--- src/rtl/regfile_write_arbiter.sv ---
// Purpose: round-robin share of the register-file write port plus a 16-address fill sequencer.
// Latency: an accepted request drives the rf write signals on the next edge; storage commits one edge later.
// Backpressure: req_ready grants one valid requester per cycle and stays low during a fill or on init_start.
// Build option: define REGFILE_ARB_HIPRI_EN to give requester 0 absolute priority over the round-robin group.
module regfile_write_arbiter #(
    parameter int NUM_REQ = 4,
    parameter int DATA_W  = 16,
    parameter int ADDR_W  = 4
) (
    input  logic                      clk,
    input  logic                      reset,
    input  logic [NUM_REQ-1:0]        req_valid,
    input  logic [NUM_REQ*ADDR_W-1:0] req_addr,
    input  logic [NUM_REQ*DATA_W-1:0] req_data,
    output logic [NUM_REQ-1:0]        req_ready,
    input  logic                      init_start,
    input  logic [DATA_W-1:0]         init_value,
    output logic                      init_busy,
    output logic                      init_done,
    output logic                      rf_write_read_enable,
    output logic [ADDR_W-1:0]         rf_write_add,
    output logic [DATA_W-1:0]         rf_write_val
);

    localparam int PTR_W = $clog2(NUM_REQ);
    localparam logic [ADDR_W-1:0] LAST_ADDR = '1;

    typedef enum logic {
        IDLE = 1'b0,
        INIT = 1'b1
    } state_t;

    state_t             state, state_nxt;
    logic [PTR_W-1:0]   rr_ptr, rr_ptr_nxt;
    logic [ADDR_W-1:0]  fill_cnt, fill_cnt_nxt;
    logic [DATA_W-1:0]  fill_val, fill_val_nxt;
    logic               init_done_nxt;
    logic               we_n_nxt;
    logic [ADDR_W-1:0]  add_nxt;
    logic [DATA_W-1:0]  val_nxt;

    logic [NUM_REQ-1:0] rr_cand;
    logic               grant_any;
    logic [PTR_W-1:0]   grant_idx;
    logic [PTR_W-1:0]   scan_idx;
    int                 scan_sum;
    logic               accept;

    // Find the first candidate at or after rr_ptr (with wrap); requester 0 may bypass the rotation.
    always_comb begin
        rr_cand   = req_valid;
        grant_any = 1'b0;
        grant_idx = '0;
        scan_sum  = 0;
        scan_idx  = '0;
`ifdef REGFILE_ARB_HIPRI_EN
        rr_cand[0] = 1'b0;
        if (req_valid[0]) begin
            grant_any = 1'b1;
        end
`endif
        for (int k = 0; k < NUM_REQ; k++) begin
            scan_sum = int'(rr_ptr) + k;
            if (scan_sum >= NUM_REQ) begin
                scan_sum = scan_sum - NUM_REQ;
            end
            scan_idx = PTR_W'(scan_sum);
            if (!grant_any && rr_cand[scan_idx]) begin
                grant_any = 1'b1;
                grant_idx = scan_idx;
            end
        end
    end

    // One-hot grant, suppressed while filling and in the cycle a fill is requested.
    always_comb begin
        req_ready = '0;
        if (state == IDLE && !init_start && grant_any) begin
            req_ready[grant_idx] = 1'b1;
        end
    end

    assign accept    = |req_ready;
    assign init_busy = (state == INIT);

    // Next-state and next register-file drive: fill writes in INIT, granted request writes in IDLE.
    always_comb begin
        state_nxt     = state;
        rr_ptr_nxt    = rr_ptr;
        fill_cnt_nxt  = fill_cnt;
        fill_val_nxt  = fill_val;
        init_done_nxt = 1'b0;
        we_n_nxt      = 1'b1;
        add_nxt       = rf_write_add;
        val_nxt       = rf_write_val;
        case (state)
            IDLE: begin
                if (init_start) begin
                    state_nxt    = INIT;
                    fill_cnt_nxt = '0;
                    fill_val_nxt = init_value;
                end else if (accept) begin
                    we_n_nxt = 1'b0;
                    add_nxt  = req_addr[int'(grant_idx)*ADDR_W +: ADDR_W];
                    val_nxt  = req_data[int'(grant_idx)*DATA_W +: DATA_W];
`ifdef REGFILE_ARB_HIPRI_EN
                    if (grant_idx != '0) begin
                        rr_ptr_nxt = (int'(grant_idx) == NUM_REQ - 1) ? '0 : grant_idx + 1'b1;
                    end
`else
                    rr_ptr_nxt = (int'(grant_idx) == NUM_REQ - 1) ? '0 : grant_idx + 1'b1;
`endif
                end
            end
            INIT: begin
                we_n_nxt     = 1'b0;
                add_nxt      = fill_cnt;
                val_nxt      = fill_val;
                fill_cnt_nxt = fill_cnt + 1'b1;
                if (fill_cnt == LAST_ADDR) begin
                    state_nxt     = IDLE;
                    init_done_nxt = 1'b1;
                end
            end
            default: begin
                state_nxt = IDLE;
            end
        endcase
    end

    // State and output registers; synchronous reset parks the write port in read/idle.
    always_ff @(posedge clk) begin
        if (reset) begin
            state                <= IDLE;
            rr_ptr               <= '0;
            fill_cnt             <= '0;
            fill_val             <= '0;
            init_done            <= 1'b0;
            rf_write_read_enable <= 1'b1;
            rf_write_add         <= '0;
            rf_write_val         <= '0;
        end else begin
            state                <= state_nxt;
            rr_ptr               <= rr_ptr_nxt;
            fill_cnt             <= fill_cnt_nxt;
            fill_val             <= fill_val_nxt;
            init_done            <= init_done_nxt;
            rf_write_read_enable <= we_n_nxt;
            rf_write_add         <= add_nxt;
            rf_write_val         <= val_nxt;
        end
    end

endmodule
--- config.mk ---
export PLATFORM = sky130hd
export DESIGN_NAME = regfile_write_arbiter
export DESIGN_NICKNAME = d
export VERILOG_FILES = /design/src/rtl/regfile_write_arbiter.sv
export SDC_FILE = /design/constraint.sdc
export NUM_CORES = 1
export LEC_CHECK = 0
export CAP_MARGIN = 20
export CORE_AREA = 2 2 115 73
export CTS_BUF_LIST = sky130_fd_sc_hd__clkbuf_16
export DETAILED_ROUTE_END_ITERATION = 12
export DIE_AREA = 0 0 117 75
export HOLD_SLACK_MARGIN = 0.08
export PLACE_DENSITY = 0.7
export SYNTH_ARGS = -nofsm -noshare
export SYNTH_HDL_FRONTEND = slang
export SYNTH_SLANG_ARGS = --single-unit
--- constraint.sdc ---
create_clock -name clk -period 4.4 [get_ports clk]
set_clock_uncertainty 0.2 [all_clocks]
set_input_delay 0.66 -clock clk [delete_from_list [all_inputs] [get_ports clk]]
set_output_delay 0.66 -clock clk [all_outputs]
set_load 0.02 [all_outputs]
======== Word level (Yosys, flattened, before mapping) ========
Index checks and enable logic that the tools add are counted.
word-level totals
  bits in registers ....................... 45
  input port bits ......................... 103
  output and inout port bits .............. 27
  word-level logic and storage cells ...... 90
cells by class
  $add $sub $neg .......................... 9
  order comparisons ....................... 10
  equal/unequal tests ..................... 5
  shift-type cells ........................ 2
  multiplexer cells ....................... 39
  bitwise operators ....................... 2
  reduce and logical (&&, ||, !) cells .... 15
operators by type and width
  kind                                                                   number
  64-bit by 7-bit indexed part select with 16-bit output                 1
  16-bit 2-to-1 mux                                                      2
  16-bit one-hot mux with 2 select lines                                 1
  2-bit 2-to-1 mux                                                       9
  4-bit 2-to-1 mux                                                       4
  4-bit one-hot mux with 2 select lines                                  2
  16-bit by 5-bit indexed part select with 4-bit output                  1
  2-bit by 3-bit < comparator with 1-bit output, second input constant   5
  1-bit 2-to-1 mux                                                       14
  3-bit >= comparator, second input constant                             3
  1-bit binary-select mux with 2-bit select                              4
  2-bit by 1-bit subtractor with 2-bit output, second input constant     4
  2-bit by 2-bit adder with 3-bit output, second input constant          2
  1-bit logical AND                                                      6
  2-bit inequality test, second input constant                           3
  4-bit by 1-bit adder with 4-bit output, second input constant          1
  4-bit equality test, second input constant                             1
  1-bit logical NOT                                                      4
  1-bit one-hot mux with 2 select lines                                  2
  2-bit AND reduction                                                    2
  4-bit OR reduction                                                     1
  2-bit by 1-bit adder with 3-bit output, second input constant          1
  2-bit by 3-bit >= comparator with 1-bit output, second input constant  1
  3-bit AND reduction                                                    1
  other kinds (6)                                                        7

======== Depth between registers and ports, before layout ========
Gate-level depths: netlist of the first run.
  depth in word-level cells ............... 23
  depth in mapped cells ................... 13
  gate-level depth less buffers ........... 9

======== Worst setup path before layout of the first run ========
OpenSTA, ideal clock, no wires.
  path kind ............................... input port to flip-flop
  start point ............................. input req_valid[0]
  end point ............................... register rf_write_add[1]
  library setup time ...................... 117 ps
  arrival time ............................ 2,794 ps
  required time ........................... 4,083 ps
  slack ................................... 1,289 ps
  stages on the path ...................... 13
  buffers on the path ..................... 4
  cells stage by stage .................... nor2b_2 nor4_1 or2_4 inv_2 buf_6 buf_2 ha_1 o31ai_1 nor2b_1 buf_4 buf_2 a21oi_1 a32o_1
on the way
  cells in the longest elaborated chain, start to end .. 20
  elaborated cells on any way between the ends .. 36
  those cells by class .................... order compare (2); eq/ne (1); shift (1); mux (22); reduce/logical (10)
RTL lines
  element                                                                                                                                line  source
  start: declaration                                                                                                                     12    input logic [NUM_REQ-1:0] req_valid,
  1-bit binary-select mux with 2-bit select                                                                                              68    if (!grant_any && rr_cand[scan_idx]) begin
  1-bit 2-to-1 mux (implied by the code)                                                                                                 68
  1-bit 2-to-1 mux                                                                                                                       68
  1-bit logical NOT                                                                                                                      68
  1-bit logical AND                                                                                                                      68
  1-bit 2-to-1 mux                                                                                                                       68
  1-bit logical NOT                                                                                                                      68
  1-bit logical AND                                                                                                                      68
  (+4 left out)                                                                                                                          -
  2-bit by 3-bit < comparator with 1-bit output (implied by the code) or 2-bit by 1-bit >= comparator with 1-bit output (tied branches)  79    req_ready[grant_idx] = 1'b1;
  1-bit logical AND (implied by the code)                                                                                                79
  1-bit 2-to-1 mux (implied by the code)                                                                                                 79
  1-bit demux with 2-bit select                                                                                                          79
  4-bit 2-to-1 mux                                                                                                                       78    if (state == IDLE && !init_start && grant_any) begin
  4-bit OR reduction                                                                                                                     83    assign accept = |req_ready;
  2-bit inequality test (no line)                                                                                                        -
  2-bit AND reduction (no line)                                                                                                          -
  end signal: assignment                                                                                                                 149   rf_write_add <= add_nxt;
  end: declaration                                                                                                                       21    output logic [ADDR_W-1:0] rf_write_add,
Several ways; a longest one is shown, not always the timed one. The select of a mux whose other input is x is not followed.
A chain may end at the register's enable or synchronous reset.

======== Worst setup path in the final report of the first run ========
  start point ............................. input req_valid[0]
  end point ............................... output req_ready[0]
on the way
  cells in the longest elaborated chain, start to end .. 17
  elaborated cells on any way between the ends .. 29
  those cells by class .................... order compare (2); mux (19); reduce/logical (8)
RTL lines
  element                                                                                                                                line  source
  1-bit binary-select mux with 2-bit select                                                                                              68
  1-bit 2-to-1 mux (implied by the code)                                                                                                 68
  1-bit 2-to-1 mux                                                                                                                       68
  1-bit logical NOT                                                                                                                      68
  1-bit logical AND                                                                                                                      68
  1-bit 2-to-1 mux                                                                                                                       68
  1-bit logical NOT                                                                                                                      68
  1-bit logical AND                                                                                                                      68
  1-bit 2-to-1 mux                                                                                                                       68
  1-bit logical NOT                                                                                                                      68
  1-bit logical AND                                                                                                                      68
  2-bit 2-to-1 mux                                                                                                                       68
  2-bit by 3-bit < comparator with 1-bit output (implied by the code) or 2-bit by 1-bit >= comparator with 1-bit output (tied branches)  79
  1-bit logical AND (implied by the code)                                                                                                79
  1-bit 2-to-1 mux (implied by the code)                                                                                                 79
  1-bit demux with 2-bit select                                                                                                          79
  4-bit 2-to-1 mux (*)                                                                                                                   78
  end: declaration                                                                                                                       15    output logic [NUM_REQ-1:0] req_ready,
Mark *: on every way between the ends. The rest lies on a longest branch, timed or not. The select of a mux whose other input is x is not followed.

==> metrics.md, run 1 <==
| Metric | Value |
|---|---|
| Ys async rst share | `0` |
| Clk sinks | `45` |
| Number of port buffers | `between 100 and 150` |
| Hold path depth | `2` |
| Gr usage total | `0.1955` |
| Max VDD drop | `between 0.00015 and 0.0002 V` |
| First-pass GRT wire length | `about 13000 um` |
| Synth warn | `0` |
| Rel. slew slack | `0.3839` |
| R2R Path Start | `rr_ptr[0]` |
| Power share of the clock group | `0.261` |
| Reg clk slew, reported paths | `0.06 ns` |
| Vias in the first global route | `2669` |
| Cell Pwr Density | `around 330 mW/mm2` |
| Worst-Margin Slew | `0.9241 ns` |
| Setup tns final | `0 ns` |
| Synth Flop Type | `dfxtp_1` |
| Post-synth top area cell | `dfxtp_1` |
| Rows | `25` |
| Leak | `between 0.0015 and 0.002 uW` |
| Area growth syn-to-layout | `55.15%` |
| Mapped Avg Cell Area | `7.736 um2` |
| Fmax | `approximately 260 MHz` |
| Post-synthesis cell type count | `45` |
| Area after DPL | `0.003933 mm2` |
| Switch share | `0.3245` |
| Post-synth top cells | `nand2_1, dfxtp_1, a21oi_1` |
| Status | `finished clean` |
| Pre-antenna DRT Iters | `5` |
| Yosys top cell area share | `0.3435` |
| Hold Path Class | `reg2reg` |
| Largest net degree at the start of global routing | `48` |
| Antenna violations before repair | `0` |
| Pint | `roughly 900 uW` |
| Startpoint Class | `input port` |
| WL/cell | `roughly 15 um` |
| Finished Layout Cells | `565` |
| RSZ-0062 raised after global routing | `no` |
| Initial DRC count | `99` |
| DRT Wirelength | `~8400 um` |
| Period utilisation layout | `0.8849` |
| Final setup viols | `0` |
| R2r setup slk | `about 1.4 ns` |
| Gr ovfl total | `0` |
| Psw | `about 430 uW` |
| Detailed-route DRC error count | `0` |
| H-tree levels | `2` |
| Cts repair resizes | `0` |
| Syn_nets | `approximately 450` |
| Max clock buf depth | `2` |
| Final Hold Vio Count | `0` |
| Register-to-Register Path Depth | `10` |
| Hold Startpoint | `fill_val[2]` |
| Vert. Die Dim | `roughly 75 um` |
| Initial Util | `0.3422` |
| Post-route ant nets | `0` |
| Half-perimeter wire length after placement | `roughly 6400 um` |
| Post-CTS Setup Repair Bufs | `0` |
| Routed via count | `roughly 2800` |
| TritonCTS clock tree | `yes` |
| Fraction of layout cells with a size suffix above 1 | `0.07002` |
| Final core occ | `0.5309` |
| Power share of the combinational group | `0.383` |
| Placed insts | `roughly 560` |
| Die Area | `0.008775 mm2` |
| Sequential Power Share | `0.356` |
| Fillers | `between 700 and 800` |
| Synthesized area | `0.002623 mm2` |
| Reg2reg end | `rf_write_val[13]` |
| Clk_lat worst skew | `between 0.2 and 0.3 ns` |
| Post-synthesis sequential area ratio | `0.3435` |
| DIE WIDTH | `between 100 and 150 um` |
| Slew Limit Fails | `0` |
| Hold endpoint | `fill_val[2]` |
| I/O pin count | `130` |
| Tmin final | `slightly below 4 ns` |
| Clk root buf | `clkbuf_16` |
| Number of synthesized flops with an enable pin | `0` |
| Core area | `between 0.007 and 0.008 mm2` |
| Final non-filler cell area | `around 0.0041 mm2` |
| Max_cap viols | `0` |
| Worst Path Class, Setup | `in2out` |
| Post-Syn Instances | `approximately 340` |
| Most common cell in the netlist | `nand2_1` |
| # hold bufs at CTS | `0` |
| Vias per inst | `slightly below 5` |
| Top cells by area, synth | `dfxtp_1, nand2_1, mux2i_1` |
| Req. time, crit path | `~3.5 ns` |
| Placer Congestion | `roughly 0.8` |
| CTS buffer count | `5` |
| Flops & latches, synth | `45` |
| Nets | `~560` |
| Crit path max fanout | `30` |
| Crit end category | `output port` |
| # diodes | `0` |
| Arrival time at the worst endpoint | `just over 3 ns` |
[layout make-up]
type                            instances  area (um2)  area share
Clock inverter                          3       11.26    0.002768
Timing Repair Buffer                  135        1331      0.3272
Sequential cell                        45       900.9      0.2214
Multi-Input combinational cell        266        1541      0.3788
Inverter                                3       23.77    0.005843
Clock buffer                            5       125.1     0.03075
Tap cell                              108       135.1     0.03321
[power groups by stage]
| stage | combinational [uW] | sequential, uW | clock [uW] |
|---|---|---|---|
| 5_1_grt | 559 | 481 | 381 |
| 3_3_place_gp | 504 | 483 | 0 |
| 3_5_place_dp | 515 | 484 | 0 |
| 4_1_cts | 518 | 476 | 360 |
| 2_1_floorplan | 277 | 517 | 0 |
| 6_report | 512 | 476 | 350 |
[metal layers]
metal  up-vias  track usage  wire [um]
met1      1288       0.2692       3998
met4         0      0.03791         33
li1       1413            -          -
met3         4      0.05797        600
met5         -            0          0
met2        83       0.3096       3788
[flip-flops by register name, indices dropped and copies added (netlist names)]
register,flops
fill_cnt,4
fill_val,16
init_busy,1
init_done,1
rf_write_add,4
rf_write_read_enable,1
rf_write_val,16
rr_ptr,2
[worst max-delay path, cell delays in order]
cell,delay (ns)
clkdlybuf4s50_1,0.49
nor2b_2,0.20
nor4_1,0.28
or2_4,0.40
inv_2,0.09
ha_1,0.22
and2_1,0.14
clkdlybuf4s50_1,0.54
[how the worst max path moves through the flow]
| stage | from | end | slack (ns) | depth (start not counted) |
|---|---|---|---|---|
| finish | req_valid[0] | req_ready[0] | 0.51 | 8 |
| global route | req_valid[0] | req_ready[0] | 0.38 | 8 |
| CTS | req_valid[0] | req_ready[0] | 0.50 | 8 |
| detailed placement | req_valid[0] | req_ready[0] | 0.51 | 8 |
| global placement | req_valid[1] | req_ready[2] | 0.65 | 8 |
| floorplan | req_valid[0] | rf_write_add[1] | 1.29 | 13 |
[cells by family (layout without fill, tap and decap cells)]
logic type / count (synthesis) / after routing / synth area share
flops: 45 / 45 / 0.3435
buf+inv: 28 / 146 / 0.06965
simple gates: 174 / 174 / 0.3001
fa+ha+maj: 4 / 4 / 0.01908
compound gates: 71 / 71 / 0.2028
mux: 17 / 17 / 0.06488
[stage by stage]
stage	power [uW]	hold WS [ns]	worst slack [ns]
6_report	1338	0.2527	0.5063
5_1_grt	1421	0.2669	0.3809
4_1_cts	1354	0.2552	0.4964
3_5_place_dp	999.3	0.2468	0.5092
3_3_place_gp	986.3	0.2429	0.6545
2_1_floorplan	794.2	0.2366	1.289
[cells in the final DEF (no fill, tap or decap), drive strengths merged, types with 6 or more instances in the layout]
cell / n
a211oi: 6
a21oi: 34
a32o: 13
buf: 7
clkdlybuf4s50: 128
dfxtp: 45
mux2i: 17
nand2: 107
nand3: 28
nor2: 20
nor2b: 6
Power figures use the tool's default switching activity.
==> run 2: changes to the inputs <==
==> constraint.sdc (replaced) <==
create_clock -name clk -period 3.8 [get_ports clk]
set_clock_uncertainty 0.2 [all_clocks]
set_input_delay 0.57 -clock clk [delete_from_list [all_inputs] [get_ports clk]]
set_output_delay 0.57 -clock clk [all_outputs]
set_load 0.02 [all_outputs]
==> run 2 against run 1 <==
Sequential power grew 16%. Worst hold slack gained 0.0011 ns. Critical endpoint is now req_ready[2]. Power grew 16%. Combinational power grew 17%. Largest cell class unchanged. Via count grew 0.82%.
==> metrics.md, run 2 (same netlist as run 1, synthesis figures left out) <==
| Metric | Value |
|---|---|
| Hold path depth | `2 (unchanged)` |
| Register-to-Register Path Depth | `9 (-1)` |
| Clk_lat worst skew | `0.28 ns (about the same)` |
| Worst-Margin Slew | `0.9145 ns (-0.009613 ns)` |
| Period utilisation layout | `0.9236` |
| Post-CTS Setup Repair Bufs | `0 (unchanged)` |
| Reg area | `900.9 um2 (unchanged)` |
| Number of port buffers | `129 (unchanged)` |
| Crit end category | `output port` |
| RSZ-0062 raised after global routing | `no` |
| Post-route ant nets | `0 (unchanged)` |
| Arrival time at the worst endpoint | `2.74 ns (-0.29 ns)` |
| Fmax | `284.9 MHz` |
| Clk sinks | `45 (unchanged)` |
| Final setup viols | `0 (unchanged)` |
| Setup tns final | `0 ns (unchanged)` |
| Vert. Die Dim | `75 um (unchanged)` |
| R2R Path Start | `rr_ptr[1]` |
| Half-perimeter wire length after placement | `6322 um (-0.50%)` |
| I/O pin count | `130 (unchanged)` |
| Die Area | `0.008775 mm2 (unchanged)` |
| Clk root buf | `clkbuf_16` |
| Nets | `565 (+0.36%)` |
| WL/cell | `14.72 um (-1.2%)` |
| Max clock buf depth | `2 (unchanged)` |
| Hold Startpoint | `fill_val[9]` |
| Reg clk slew, reported paths | `0.06 ns (about the same)` |
| Area after DPL | `0.003948 mm2 (+0.38%)` |
| Detailed-route DRC error count | `0 (unchanged)` |
| Cts repair resizes | `0 (unchanged)` |
| Area growth syn-to-layout | `55.49%` |
| # diodes | `0 (unchanged)` |
| DRT Wirelength | `8318 um (-1.2%)` |
| Crit path max fanout | `16 (-47%)` |
| # hold bufs at CTS | `0 (unchanged)` |
| CTS buffer count | `5 (unchanged)` |
| Most common cell after layout, fill and taps aside | `clkdlybuf4s50_1` |
| Routed via count | `2811 (+0.82%)` |
| Cell Pwr Density | `380.8 mW/mm2 (+16%)` |
| Fraction of layout cells with a size suffix above 1 | `0.07659 (+0.006565)` |
| Reg2reg end | `rf_write_val[11]` |
| Vias per inst | `4.975 (+0.82%)` |
| First-pass GRT wire length | `13030 um (-1.2%)` |
| Req. time, crit path | `3.03 ns (-0.51 ns)` |
| Largest registers | `fill_val: 16 flops, rf_write_val: 16 flops` |
| R2r setup slk | `0.97 ns (-0.38 ns)` |
| Slew Limit Fails | `0 (unchanged)` |
| Leak | `0.001524 uW (-0.17%)` |
| Gr ovfl total | `0 (unchanged)` |
| Vias in the first global route | `2706 (+1.4%)` |
| Startpoint Class | `input port` |
| Gr usage total | `0.1930 (-0.002450)` |
| Largest net degree at the start of global routing | `48 (unchanged)` |
| Hold Path Class | `reg2reg` |
| Max_cap viols | `0 (unchanged)` |
| DIE WIDTH | `117 um (unchanged)` |
| Final Hold Vio Count | `0 (unchanged)` |
| Tmin final | `roughly 3.5 ns` |
| Core area | `0.007664 mm2 (unchanged)` |
| Antenna violations before repair | `0 (unchanged)` |
| Multi-input gate area | `0.001541 mm2 (unchanged)` |
| Fillers | `755 (+0.80%)` |
| Most frequent cells in the layout | `clkdlybuf4s50_1, nand2_1, dfxtp_1, a21oi_1, nand3_1` |
| Status | `finished clean` |
| Initial DRC count | `150 (+52%)` |
| Initial Util | `0.3422 (unchanged)` |
| TritonCTS clock tree | `yes` |
| Placer Congestion | `0.7801 (-0.54%)` |
| Rows | `25 (unchanged)` |
| Worst Path Class, Setup | `in2out` |
| Hold endpoint | `fill_val[9]` |
| Max VDD drop | `0.0001531 V (-7.6%)` |
| H-tree levels | `2 (unchanged)` |
| Rel. slew slack | `0.3903 (+0.006409)` |
| Final non-filler cell area | `0.004078 mm2 (+0.22%)` |
| Pre-antenna DRT Iters | `4 (-1)` |
==> run 2: report_power, final <==
group | internal (uW) | total (uW) | switching [uW]
sequential | 521 | 551 | 29.9
combinational | 293 | 598 | 304
clock | 235 | 404 | 169
total | 1050 | 1550 | 503
==> run 2: routing by layer <==
layer / share of wire / track usage
met4: 0.0082 / 0.04706
met2: 0.44 / 0.3109
met5: 0 / 0
met3: 0.086 / 0.06039
met1: 0.46 / 0.2559
==> run 2: worst max-delay path by stage <==
stage | start | end | slack (ns) | depth (start not counted)
CTS | req_valid[2] | req_ready[2] | 0.27 | 7
finish | req_valid[0] | req_ready[2] | 0.29 | 7
global route | req_valid[0] | req_ready[2] | 0.13 | 7
floorplan | req_valid[0] | rf_write_add[1] | 0.78 | 13
global placement | req_valid[2] | req_ready[3] | 0.34 | 7
detailed placement | req_valid[2] | req_ready[2] | 0.27 | 7
==> run 2: layout make-up <==
class / instances / area share
clock inverters: 1 / 0.001227
repair buffers: 137 / 0.3302
multi-input cells: 266 / 0.3780
flip-flops and latches: 45 / 0.2209
inverters: 3 / 0.005830
clock buffers: 5 / 0.03068
well taps: 108 / 0.03314
==> run 2: through the flow <==
stage	utilization	total power, uW	hold slack [ns]	worst slack (ns)	std cells
finish	0.5321	1553	0.2538	0.2903	565
global route	0.5321	1643	0.2709	0.1275	565
CTS	0.5321	1566	0.2546	0.2656	565
detailed placement	0.5151	1161	0.2465	0.2734	559
global placement	0.5151	1148	0.2428	0.3424	559
floorplan	-	919.6	0.2366	0.7787	339
==> run 2: critical path, stage by stage <==
cell and delay (ns):
clkdlybuf4s50_1 0.48, nor2b_2 0.20, o21bai_1 0.12, and2_4 0.40
ha_1 0.25, and2_1 0.12, clkdlybuf4s50_1 0.59
==> run 3: changes to the inputs <==
--- a/config.mk
+++ b/config.mk
@@ -6,10 +6,10 @@
 export NUM_CORES = 1
 export LEC_CHECK = 0
 export CAP_MARGIN = 20
-export CORE_AREA = 2 2 115 73
+export CORE_AREA = 5 5 118 76
 export CTS_BUF_LIST = sky130_fd_sc_hd__clkbuf_16
 export DETAILED_ROUTE_END_ITERATION = 12
-export DIE_AREA = 0 0 117 75
+export DIE_AREA = 0 0 123 81
 export HOLD_SLACK_MARGIN = 0.08
 export PLACE_DENSITY = 0.7
 export SYNTH_ARGS = -nofsm -noshare
==> run 3 against run 2 <==
Count of clock-buffer cells in the layout stayed put. Sequential cell count stayed put. Register-to-register slack hardly changed. Setup slack worse by 0.036 ns. Sequential share of layout area is 0.21 points lower. Global-route usage is 2.1 points lower. Routed wire length is 3.4% higher. Sequential power hardly changed. Die area is 14% higher. Non-clock buffer count stayed put. Critical path type unchanged. Largest power group unchanged. Critical path depth stayed put. Core utilization is 0.51 points higher.
==> metrics.md, run 3 (same netlist as run 1, synthesis figures left out) <==
| Metric | Value |
|---|---|
| Switch share | `0.3151 (-0.008949)` |
| # diodes | `0 (unchanged)` |
| Die Area | `0.009963 mm2 (+14%)` |
| Power share of the combinational group | `0.364 (-0.021)` |
| Pre-CTS setup slack | `0.2600 ns (-0.01340 ns)` |
| Most used cell, CP | `clkdlybuf4s50_1` |
| Final setup viols | `0 (unchanged)` |
| Vert. Die Dim | `81 um (+8.0%)` |
| Fillers | `726 (-3.8%)` |
| Multi-input gate area | `0.001539 mm2 (-0.16%)` |
| Placer Congestion | `0.8073 (+3.5%)` |
| WL/cell | `15.16 um (+3.0%)` |
| RSZ-0062 raised after global routing | `no` |
| DRT Wirelength | `8598 um (+3.4%)` |
| Period utilisation layout | `0.9332 (+0.009574)` |
| Final core occ | `0.5371 (+0.005061)` |
| Setup tns final | `0 ns (unchanged)` |
| Rows | `25 (unchanged)` |
| Cell Pwr Density | `399.3 mW/mm2 (+4.8%)` |
| Core area | `0.007664 mm2 (unchanged)` |
| I/O pin count | `130 (unchanged)` |
| Half-perimeter wire length after placement | `6741 um (+6.6%)` |
| TritonCTS clock tree | `yes` |
| Max clock buf depth | `2 (unchanged)` |
| Nets | `565 (unchanged)` |
| Req. time, crit path | `3.03 ns (about the same)` |
| Routed via count | `2797 (-0.50%)` |
| Psw | `518.0 uW (+2.9%)` |
| Vias per inst | `4.933 (-0.85%)` |
| CP max-delay cell | `clkdlybuf4s50_1` |
| Status | `finished clean` |
| CTS buffer count | `5 (unchanged)` |
| Leak | `0.001537 uW (+0.83%)` |
| Antenna violations before repair | `0 (unchanged)` |
| Initial Util | `0.3422 (unchanged)` |
| Worst Slack Setup Final | `0.2539 ns (-0.03638 ns)` |
| Vias in the first global route | `2825 (+4.4%)` |
| Area growth syn-to-layout | `56.97%` |
| Final Hold Vio Count | `0 (unchanged)` |
| Reg area | `900.9 um2 (unchanged)` |
| Slowest stage delay, CP | `0.60 ns (about the same)` |
| DIE WIDTH | `123 um (+5.1%)` |
| Detailed-route DRC error count | `0 (unchanged)` |
| Arrival time at the worst endpoint | `2.78 ns (+0.04 ns)` |
| Post-CTS Setup Repair Bufs | `0 (unchanged)` |
| Most common cell after layout, fill and taps aside | `clkdlybuf4s50_1` |
| Startpoint Class | `input port` |
| Sequential Power Share | `0.335 (-0.020)` |
| Power share of the clock group | `0.301 (+0.041)` |
| Tmin final | `3.546 ns (+0.03638 ns)` |
| Most frequent cells in the layout | `clkdlybuf4s50_1, nand2_1, dfxtp_1, a21oi_1, nand3_1` |
| Pwr Total | `1644 uW (+5.8%)` |
| Largest registers | `fill_val: 16 flops, rf_write_val: 16 flops` |
| Critical path cell sequence | `clkdlybuf4s50_1, nor2b_2, a211o_1, and2_4, ha_1, and2_1, clkdlybuf4s50_1` |
| H-tree levels | `2 (unchanged)` |
| Crit end category | `output port` |
| Gr usage total | `0.1724 (-0.02062)` |
| Pre-antenna DRT Iters | `5 (+1)` |
| Worst-Margin Slew | `0.8727 ns (-0.04179 ns)` |
| Clk sinks | `45 (unchanged)` |
| Gr ovfl total | `0 (unchanged)` |
| First-pass GRT wire length | `13710 um (+5.2%)` |
| Number of port buffers | `129 (unchanged)` |
| Placed insts | `559 (unchanged)` |
| Clk_lat worst skew | `0.29 ns (about the same)` |
| Pint | `1126 uW (+7.2%)` |
| # hold bufs at CTS | `0 (unchanged)` |
| Worst Path Class, Setup | `in2out` |
| Rel. slew slack | `0.4182 (+0.02786)` |
| Fraction of layout cells with a size suffix above 1 | `0.07843 (+0.001845)` |
| Clk root buf | `clkbuf_16` |
| Finished Layout Cells | `567 (+0.35%)` |
| Largest net degree at the start of global routing | `48 (unchanged)` |
| Max_cap viols | `0 (unchanged)` |
| Max VDD drop | `0.0001880 V (+23%)` |
| Slew Limit Fails | `0 (unchanged)` |
| Cts repair resizes | `0 (unchanged)` |
| Hold Path Class | `reg2reg` |
| Reg clk slew, reported paths | `0.07 ns (about the same)` |
| Fmax | `282.0 MHz (-1.0%)` |
| Crit path max fanout | `16 (unchanged)` |
| Post-route ant nets | `0 (unchanged)` |
| Initial DRC count | `131 (-13%)` |
-- run 3: cell types whose count changed in the layout (fill, tap and decap cells not counted), sizes merged --
cell	change
clkinvlp	+1
bufinv	+1
-- run 3: power by group through the flow --
stage          Sequential (uW)  Clock, uW  Combinational [uW]
2_1_floorplan              599          0                 321
3_3_place_gp               559          0                 588
3_5_place_dp               561          0                 599
4_1_cts                    550        505                 602
5_1_grt                    556        526                 650
6_report                   550        495                 598
-- run 3: final cells by class --
type                       instances  share of cell area
clock buffer                       5             0.03040
timing repair buffer             137              0.3271
inverter                           3            0.005775
sequential                        45              0.2188
tap                              108             0.03283
multi-input combinational        266              0.3739
clock inverter                     3             0.01125
-- run 3: path summary, 6_finish.rpt --
path | start | endpoint | slack (ns) | cells after the start
min | fill_val[11] | fill_val[11] | 0.26 | 2
max reg2reg | rr_ptr[1] | rf_write_val[4] | 0.96 | 9
min reg2reg | fill_val[11] | fill_val[11] | 0.26 | 2
max | req_valid[2] | req_ready[3] | 0.25 | 7
-- run 3: per-stage QoR --
| stage | hold WS, ns | instance area (um2) |
|---|---|---|
| 3_3_place_gp | 0.2429 | 3945 |
| 2_1_floorplan | 0.2366 | 2623 |
| 3_5_place_dp | 0.2496 | 3945 |
| 6_report | 0.2557 | 4116 |
| 5_1_grt | 0.2740 | 4116 |
| 4_1_cts | 0.2573 | 4116 |
-- run 3: per-layer routing --
metal / vias to the layer above / part of all wire / wire length, um / global-route usage
li1: 1417 / - / - / -
met1: 1280 / 0.48 / 4170 / 0.2344
met2: 94 / 0.42 / 3633 / 0.2627
met3: 6 / 0.087 / 744 / 0.06611
met4: 0 / 0.0059 / 51 / 0.03204
met5: - / 0 / 0 / 0
-- run 3: critical path, delay by kind of cell --
kind,cells,cell delay (ns)
adders and majority gates,1,0.26
buffers and inverters,2,1.11
and+or+nand+nor,3,0.72
AOI/OAI and AO/OA,1,0.12
